<file path="config.mk">
export PLATFORM = sky130hd
export DESIGN_NAME = mem_wb_stage
export DESIGN_NICKNAME = d
export VERILOG_FILES = /design/src/rtl/mem_wb_stage.sv
export SDC_FILE = /design/constraint.sdc
export NUM_CORES = 1
export LEC_CHECK = 0
export ABC_CLOCK_PERIOD_IN_PS = 2300
export CORE_ASPECT_RATIO = 0.9
export CORE_UTILIZATION = 40
export DETAILED_ROUTE_END_ITERATION = 16
export GPL_TIMING_DRIVEN = 0
export PLACE_DENSITY = 0.8
export SLEW_MARGIN = 20
export SYNTH_ARGS = -nofsm -noshare
export SYNTH_HDL_FRONTEND = slang
export SYNTH_SLANG_ARGS = --single-unit
</file>
<file path="constraint.sdc">
create_clock -name clk -period 2.3 [get_ports clk]
set_clock_uncertainty 0.05 [all_clocks]
set_input_delay 0.46 -clock clk [delete_from_list [all_inputs] [get_ports clk]]
set_output_delay 0.46 -clock clk [all_outputs]
set_load 0.03 [all_outputs]
</file>
<file path="src/rtl/mem_wb_stage.sv">
// Memory-access to write-back pipeline register with a saturating retire counter.
// Define MEM_WB_FWD_EN to drive the Fwd_* outputs from the write-back path; otherwise they read 0.
module mem_wb_stage #(
  parameter int DATA_LEN     = 32,
  parameter int REG_ADDR_LEN = 4,
  parameter int CNT_LEN      = 16
) (
  input  logic                    clk,
  input  logic                    rst,
  input  logic                    freeze,
  input  logic                    flush,
  input  logic                    in_valid,
  input  logic                    WB_EN_in,
  input  logic                    MEM_R_EN_in,
  input  logic [DATA_LEN-1:0]     ALU_Res_in,
  input  logic [DATA_LEN-1:0]     MEM_OUT_in,
  input  logic [REG_ADDR_LEN-1:0] Dest_in,
  output logic                    WB_EN,
  output logic [REG_ADDR_LEN-1:0] WB_Dest,
  output logic [DATA_LEN-1:0]     WB_Value,
  output logic                    out_valid,
  output logic [CNT_LEN-1:0]      retire_cnt,
  output logic                    Fwd_EN,
  output logic [REG_ADDR_LEN-1:0] Fwd_Dest,
  output logic [DATA_LEN-1:0]     Fwd_Value
);

  logic                    valid_p0;
  logic                    wb_en_p0;
  logic                    mem_r_en_p0;
  logic [DATA_LEN-1:0]     alu_res_p0;
  logic [DATA_LEN-1:0]     mem_out_p0;
  logic [REG_ADDR_LEN-1:0] dest_p0;
  logic [CNT_LEN-1:0]      cnt_p0;

  // Counter sticks at all-ones instead of wrapping.
  function automatic logic [CNT_LEN-1:0] sat_inc(input logic [CNT_LEN-1:0] v);
    if (&v)
      return v;
    return v + {{(CNT_LEN-1){1'b0}}, 1'b1};
  endfunction

  // Stage p0: capture from the memory-access stage
  always_ff @(posedge clk) begin
    if (rst) begin
      valid_p0    <= 1'b0;
      wb_en_p0    <= 1'b0;
      mem_r_en_p0 <= 1'b0;
      alu_res_p0  <= '0;
      mem_out_p0  <= '0;
      dest_p0     <= '0;
      cnt_p0      <= '0;
    end else if (flush) begin
      valid_p0 <= 1'b0;
      wb_en_p0 <= 1'b0;
    end else if (!freeze) begin
      valid_p0    <= in_valid;
      wb_en_p0    <= WB_EN_in;
      mem_r_en_p0 <= MEM_R_EN_in;
      alu_res_p0  <= ALU_Res_in;
      mem_out_p0  <= MEM_OUT_in;
      dest_p0     <= Dest_in;
      if (in_valid && WB_EN_in)
        cnt_p0 <= sat_inc(cnt_p0);
    end
  end

  // Write-back outputs, decoded from p0 registers only
  assign WB_EN      = valid_p0 & wb_en_p0;
  assign WB_Dest    = dest_p0;
  assign WB_Value   = mem_r_en_p0 ? mem_out_p0 : alu_res_p0;
  assign out_valid  = valid_p0;
  assign retire_cnt = cnt_p0;

`ifdef MEM_WB_FWD_EN
  assign Fwd_EN    = WB_EN;
  assign Fwd_Dest  = WB_Dest;
  assign Fwd_Value = WB_Value;
`else
  assign Fwd_EN    = 1'b0;
  assign Fwd_Dest  = '0;
  assign Fwd_Value = '0;
`endif

endmodule

</file>
# ---- Word-level counts from Yosys, hierarchy flattened
# Index checks and enable logic that the tools add are counted.
dict set report op_classes {
  n_addsub 1
  n_eq_ne 1
  muxes 7
  n_bitwise 3
  reduce_logical 5
}
# cell count
set ops {}
lappend ops {{$mux 32} 1}
lappend ops {{$add 16x1->16 const B} 1}
lappend ops {{$mux 16} 1}
lappend ops {{$reduce_and 16->1} 1}
lappend ops {{$mux 1} 5}
lappend ops {{$reduce_and 4->1} 1}
lappend ops {{$ne 2x2->1 const B} 1}
lappend ops {{$not 1->1} 2}
lappend ops {{$reduce_and 2->1} 1}
lappend ops {{$reduce_or 2->1} 1}
lappend ops {{$and 1x1->1} 1}
lappend ops {{$logic_and 1x1->1} 1}
dict set report word_totals {
  reg_bits 87
  in_bits 75
  out_inout_bits 91
  word_cells 24
}

# ---- Depth between registers and ports, before layout
dict set report depth {
  ltp_word 8
  ltp_mapped 6
  ltp_nobuf 5
}

# ---- Worst setup path before layout
# No wires, ideal clock.
dict set report synth_timing {
  kind {register to register}
  startpoint {reg cnt_p0[0], in the netlist retire_cnt[0]}
  endpoint {reg cnt_p0[14], in the netlist retire_cnt[14]}
  setup_time_ns 0.123
  arrival_ns 1.717
  required_ns 2.127
  slack_ns 0.409
  stages_incl_launch_ff 6
  path_buffers 0
  period_less_slack_ns 1.891
  path_cell_list {dfxtp_1 -> ha_1 -> nand3_1 -> o41ai_4 -> nor4_1 -> mux2_1}
}
dict set report synth_via {
  elab_chain_cells 8
  elab_cells_between_ends 10
  classes_between {add/sub (1); eq/ne (1); mux (6); reduce/logical (2)}
}
# item line_no
set synth_rtl {}
lappend synth_rtl {{from (decl)} 34} ;# logic [CNT_LEN-1:0] cnt_p0;
lappend synth_rtl {{from (signal assigned)} 64} ;# cnt_p0 <= sat_inc(cnt_p0);
lappend synth_rtl {{$reduce_and 16->1} 38} ;# if (&v)
lappend synth_rtl {{$mux 1} 38}
lappend synth_rtl {{$mux 1} 63} ;# if (in_valid && WB_EN_in)
lappend synth_rtl {{$mux 1} 56} ;# end else if (!freeze) begin
lappend synth_rtl {{$mux 1} 53} ;# end else if (flush) begin
lappend synth_rtl {{$mux 1} 45} ;# if (rst) begin
lappend synth_rtl {{$ne 2x2->1 (no line)} n/a}
lappend synth_rtl {{$reduce_and 4->1 (no line)} n/a}
# Several ways; a longest one is shown, not always the timed one. The select of a mux whose other input is x is not followed.
# A chain may end at the register's enable or synchronous reset.

# ---- Worst setup path after layout
dict set report layout_timing {
  startpoint {reg mem_r_en_p0}
  endpoint {out WB_Value[1]}
}
dict set report layout_via {
  elab_chain_cells 1
}
# item line_no
set layout_rtl {}
lappend layout_rtl {{from (decl)} 30} ;# logic mem_r_en_p0;
lappend layout_rtl {{from (signal assigned)} 59} ;# mem_r_en_p0 <= MEM_R_EN_in;
lappend layout_rtl {{$mux 32} 71} ;# assign WB_Value = mem_r_en_p0 ? mem_out_p0 : alu_res_p0;
lappend layout_rtl {{to (decl)} 20} ;# output logic [DATA_LEN-1:0] WB_Value,
# Every way passes these cells.

==> impl_metrics.xml <==
<?xml version="1.0" encoding="UTF-8"?>
<metrics>
  <group name="outcome">
    <metric name="run_status" unit="">finished, final reports clean</metric>
  </group>
  <group name="cells_and_area">
    <metric name="final_core_util" unit="%">61.01</metric>
    <metric name="antenna_cells" unit="">0</metric>
    <metric name="nets" unit="">726</metric>
    <metric name="layout-drive-gt1-share" unit="%">15.42</metric>
    <metric name="area_growth" unit="%">45.14</metric>
  </group>
  <group name="cts">
    <metric name="clock_tree.buffer_depth" unit="">2</metric>
    <metric name="holdBufCountCts" unit="">0</metric>
    <metric name="cts_sinks" unit="">87</metric>
    <metric name="clock_latency" unit="ns">0.34</metric>
    <metric name="postCtsSetupBuffers" unit="">0</metric>
    <metric name="tritoncts.num_buffers" unit="">9</metric>
    <metric name="clock_tree.root_cell" unit="">sky130_fd_sc_hd__clkbuf_8</metric>
    <metric name="tritoncts" unit="">yes</metric>
    <metric name="ctsHtreeMaxLevel" unit="">3</metric>
    <metric name="clkTransAtPathRegs" unit="ns">0.09</metric>
  </group>
  <group name="setup_path">
    <metric name="worst_path_largest_cell_delay" unit="ns">0.59</metric>
    <metric name="critical-path-slowest-cell" unit="">sky130_fd_sc_hd__clkdlybuf4s50_1</metric>
    <metric name="worstReg2RegStart" unit="">retire_cnt[0]$_SDFFE_PP0P_</metric>
    <metric name="worst-r2r-setup-slack" unit="ns">0.46</metric>
    <metric name="worst-path-max-fanout" unit="">6</metric>
    <metric name="start_kind" unit="">register</metric>
    <metric name="worst_path_dominant_cell_family" unit="">buffers and inverters</metric>
    <metric name="worstPathArrival" unit="ns">1.71</metric>
    <metric name="worstPathCellList" unit="">mux2_2, clkdlybuf4s50_1</metric>
    <metric name="cp_data_required_time" unit="ns">1.79</metric>
    <metric name="critical_path.n_buffers_inverters" unit="">1</metric>
    <metric name="reg2regPathDepth" unit="">5</metric>
    <metric name="critPathCaptureType" unit="">output pin</metric>
    <metric name="setup.worst_path.class" unit="">register to output pin</metric>
    <metric name="r2r-end" unit="">retire_cnt[14]$_SDFFE_PP0P_</metric>
  </group>
  <group name="synthesis">
    <metric name="netlist_area" unit="um2">3923</metric>
    <metric name="post_synth_main_area_contributors" unit="">sky130_fd_sc_hd__dfxtp_1, sky130_fd_sc_hd__nand2_1, sky130_fd_sc_hd__a21oi_1</metric>
    <metric name="syn-instance-count" unit="">477</metric>
    <metric name="netlist-cell-type-count" unit="">38</metric>
    <metric name="synth_top_area_share" unit="%">44.40</metric>
    <metric name="postSynth.topFlopCell" unit="">sky130_fd_sc_hd__dfxtp_1</metric>
    <metric name="post_synthesis_sequential_area_ratio" unit="%">44.40</metric>
    <metric name="synth.cells.most_frequent" unit="">sky130_fd_sc_hd__nand2_1, sky130_fd_sc_hd__dfxtp_1, sky130_fd_sc_hd__a21oi_1</metric>
    <metric name="yosys_warnings" unit="">0</metric>
    <metric name="avgSynthCellArea" unit="um2">8.223</metric>
    <metric name="synth-edff-count" unit="">0</metric>
    <metric name="postSynthRegisterBits" unit="">87</metric>
    <metric name="asyncSetResetFlopFracSynth" unit="%">0</metric>
    <metric name="cell_with_the_most_instances_after_synthesis" unit="">sky130_fd_sc_hd__nand2_1</metric>
    <metric name="synth_top_area_cell" unit="">sky130_fd_sc_hd__dfxtp_1</metric>
  </group>
  <group name="routing">
    <metric name="remaining_drc_errors" unit="">0</metric>
    <metric name="via_per_instance_ratio" unit="">4.807</metric>
    <metric name="ant_nets" unit="">0</metric>
    <metric name="dr.first_iter.drc_count" unit="">137</metric>
    <metric name="post_dr_wirelength_cell" unit="um">13.58</metric>
    <metric name="postRouteWirelength" unit="mm">10.55</metric>
    <metric name="drtPass1Iterations" unit="">4</metric>
    <metric name="route.vias.total" unit="">3735</metric>
  </group>
  <group name="grt">
    <metric name="wire_length_of_the_first_global_routing_pass" unit="mm">16.45</metric>
    <metric name="grt_max_degree" unit="">16</metric>
    <metric name="antenna_found_initial" unit="">0</metric>
    <metric name="grt_pass1_vias" unit="">3517</metric>
    <metric name="grt_overflow" unit="">0</metric>
    <metric name="groute.usage.overall" unit="%">20.65</metric>
  </group>
  <group name="timing">
    <metric name="achievable-frequency" unit="MHz">450.9</metric>
    <metric name="worst_slew_pin_slew" unit="ns">0.5400</metric>
    <metric name="grt_setup_unrepaired" unit="">no</metric>
    <metric name="drv_slew" unit="">0</metric>
    <metric name="worst_hold_slack" unit="ns">0.4048</metric>
    <metric name="final_min_period_over_clock_period" unit="%">96.43</metric>
    <metric name="final-setup-viol-count" unit="">0</metric>
    <metric name="maxSlewHeadroom" unit="%">64.00</metric>
    <metric name="report.final.hold_viol_count" unit="">0</metric>
    <metric name="shortest_clock_period_the_worst_path_allows_after_layout" unit="ns">2.218</metric>
  </group>
  <group name="power">
    <metric name="p_sw_share" unit="%">26.64</metric>
    <metric name="clock_power_share" unit="%">35.4</metric>
    <metric name="report.power.total" unit="W">0.003376</metric>
    <metric name="sequentialPowerShare" unit="%">47.2</metric>
    <metric name="worst_ir_drop_vdd" unit="V">0.0003964</metric>
    <metric name="p_leak" unit="nW">2.354</metric>
    <metric name="power_switching" unit="W">0.0008994</metric>
    <metric name="internal_power" unit="W">0.002476</metric>
    <metric name="power.share.combinational" unit="%">17.4</metric>
    <metric name="p_per_area" unit="nW/um2">592.9</metric>
  </group>
  <group name="floorplanning">
    <metric name="core-area" unit="um2">9331</metric>
    <metric name="floorplan.rows" unit="">33</metric>
    <metric name="dieWidth" unit="um">106.4</metric>
    <metric name="chipHeight" unit="um">95.95</metric>
    <metric name="io_pins" unit="">166</metric>
    <metric name="die_area" unit="um2">10210</metric>
    <metric name="initial_core_util" unit="%">42.04</metric>
  </group>
  <group name="placed_design">
    <metric name="dpl.hpwl" unit="mm">7.969</metric>
    <metric name="portBuffers" unit="">127</metric>
    <metric name="gpl.final_weighted_congestion" unit="">0.8310</metric>
  </group>
  <group name="worst_hold_path">
    <metric name="min_from" unit="">mem_out_p0[21]$_SDFFE_PP0P_</metric>
    <metric name="holdPathStages" unit="">2</metric>
    <metric name="holdPathEnd" unit="">mem_out_p0[21]$_SDFFE_PP0P_</metric>
    <metric name="worst_hold_path_type" unit="">register to register</metric>
  </group>
  <group name="flow_run">
    <metric name="max_cap_viol_count" unit="">0</metric>
  </group>
</metrics>
==> metrics by stage <==
stage	instance area, um2	setup WS [ns]	setup TNS (ns)	cells
final	5693	0.08205	0	777
after floorplan	4058	0.4094	0	513
after global placement	5482	-0.3309	-10.92	762
after CTS	5690	0.01619	0	777
after detailed placement	5482	-0.3571	-11.62	762
after global routing	5693	0.01813	0	777
==> registers in the layout (all words and copies together), names as in the netlist <==
name         cells
out_valid        1
retire_cnt      16
WB_Dest          4
mem_r_en_p0      1
mem_out_p0      32
alu_res_p0      32
wb_en_p0         1
==> cell families (layout without fill, tap and decap cells) <==
group / Yosys count / in the layout / synth area share [%]
flops: 87 / 87 / 44.40
compound gates: 94 / 94 / 12.85
xor+xnor: 2 / 2 / 0.4467
simple gates: 185 / 185 / 20.83
other cells: 1 / 37 / 0.09560
fa+ha+maj: 1 / 1 / 0.3189
buf+inv: 70 / 212 / 10.53
mux: 37 / 37 / 10.53
==> layout by cell type (no fill, tap or decap), drive strengths merged, types with 3 or more instances in the layout <==
cell type        n
mux2i            3
buf             44
conb            37
or3              8
o21ai            9
a21oi           80
nor3             3
dlygate4sd2     29
nor2             7
clkbuf          32
and3             3
mux2            34
nand3            9
clkdlybuf4s50   98
dfxtp           87
nand4            4
inv              4
nand2          139
==> repair_timing <==
| item | in CTS | in global routing |
|---|---|---|
| resized for setup | 37 | 3 |
| pin swaps | 0 | 0 |
| endpoints found under the setup margin | 32 | 17 |
| endpoints found under the hold margin | 0 | 0 |
==> worst register-to-register path, stage by stage, from the launching register on <==
cell                      delay [ns]
sky130_fd_sc_hd__dfxtp_1        0.41
sky130_fd_sc_hd__ha_1           0.27
sky130_fd_sc_hd__nand3_1        0.18
sky130_fd_sc_hd__o41ai_4        0.38
sky130_fd_sc_hd__nor4_1         0.12
sky130_fd_sc_hd__mux2_1         0.32
==> cell type report <==
class,instances,area (um2)
Sequential cell,87,1743
Clock buffer,10,137.6
Fill cell,853,3638
Clock inverter,6,92.59
Buffer,66,415.4
Tap cell,122,152.6
Timing Repair Buffer,127,1235
Multi-Input combinational cell,356,1906
Inverter,3,11.26
==> power groups by stage <==
stage                     clock network (W)  registers, W  logic [W]
after floorplan                           0       0.00163   0.000353
after detailed placement                  0       0.00163   0.000604
after CTS                           0.00122       0.00159   0.000588
after global placement                    0       0.00162   0.000599
final                               0.00119       0.00159   0.000589
after global routing                0.00129       0.00160   0.000632
==> worst max-delay path by stage <==
stage | depth (start not counted) | from | slack, ns | end
floorplan | 5 | retire_cnt[0]$_SDFFE_PP0P_ | 0.41 | retire_cnt[14]$_SDFFE_PP0P_
global placement | 4 | mem_r_en_p0$_SDFFE_PP0P_ | -0.33 | WB_Value[15]
detailed placement | 6 | freeze | -0.36 | alu_res_p0[2]$_SDFFE_PP0P_
CTS | 6 | freeze | 0.02 | alu_res_p0[2]$_SDFFE_PP0P_
global route | 3 | mem_r_en_p0$_SDFFE_PP0P_ | 0.02 | WB_Value[2]
finish | 2 | mem_r_en_p0$_SDFFE_PP0P_ | 0.08 | WB_Value[1]
==> routing by layer <==
metal / part of all wire [%] / vias up / GRT usage, % / routed length, um
met3: 6.4 / 8 / 4.942 / 679
met4: 0.81 / 0 / 5.208 / 85
met1: 43 / 1728 / 24.81 / 4580
met5: 0 / - / 0 / 0
met2: 49 / 121 / 37.23 / 5205
li1: - / 1878 / - / -
No activity file was read; power rests on OpenSTA's default activity.
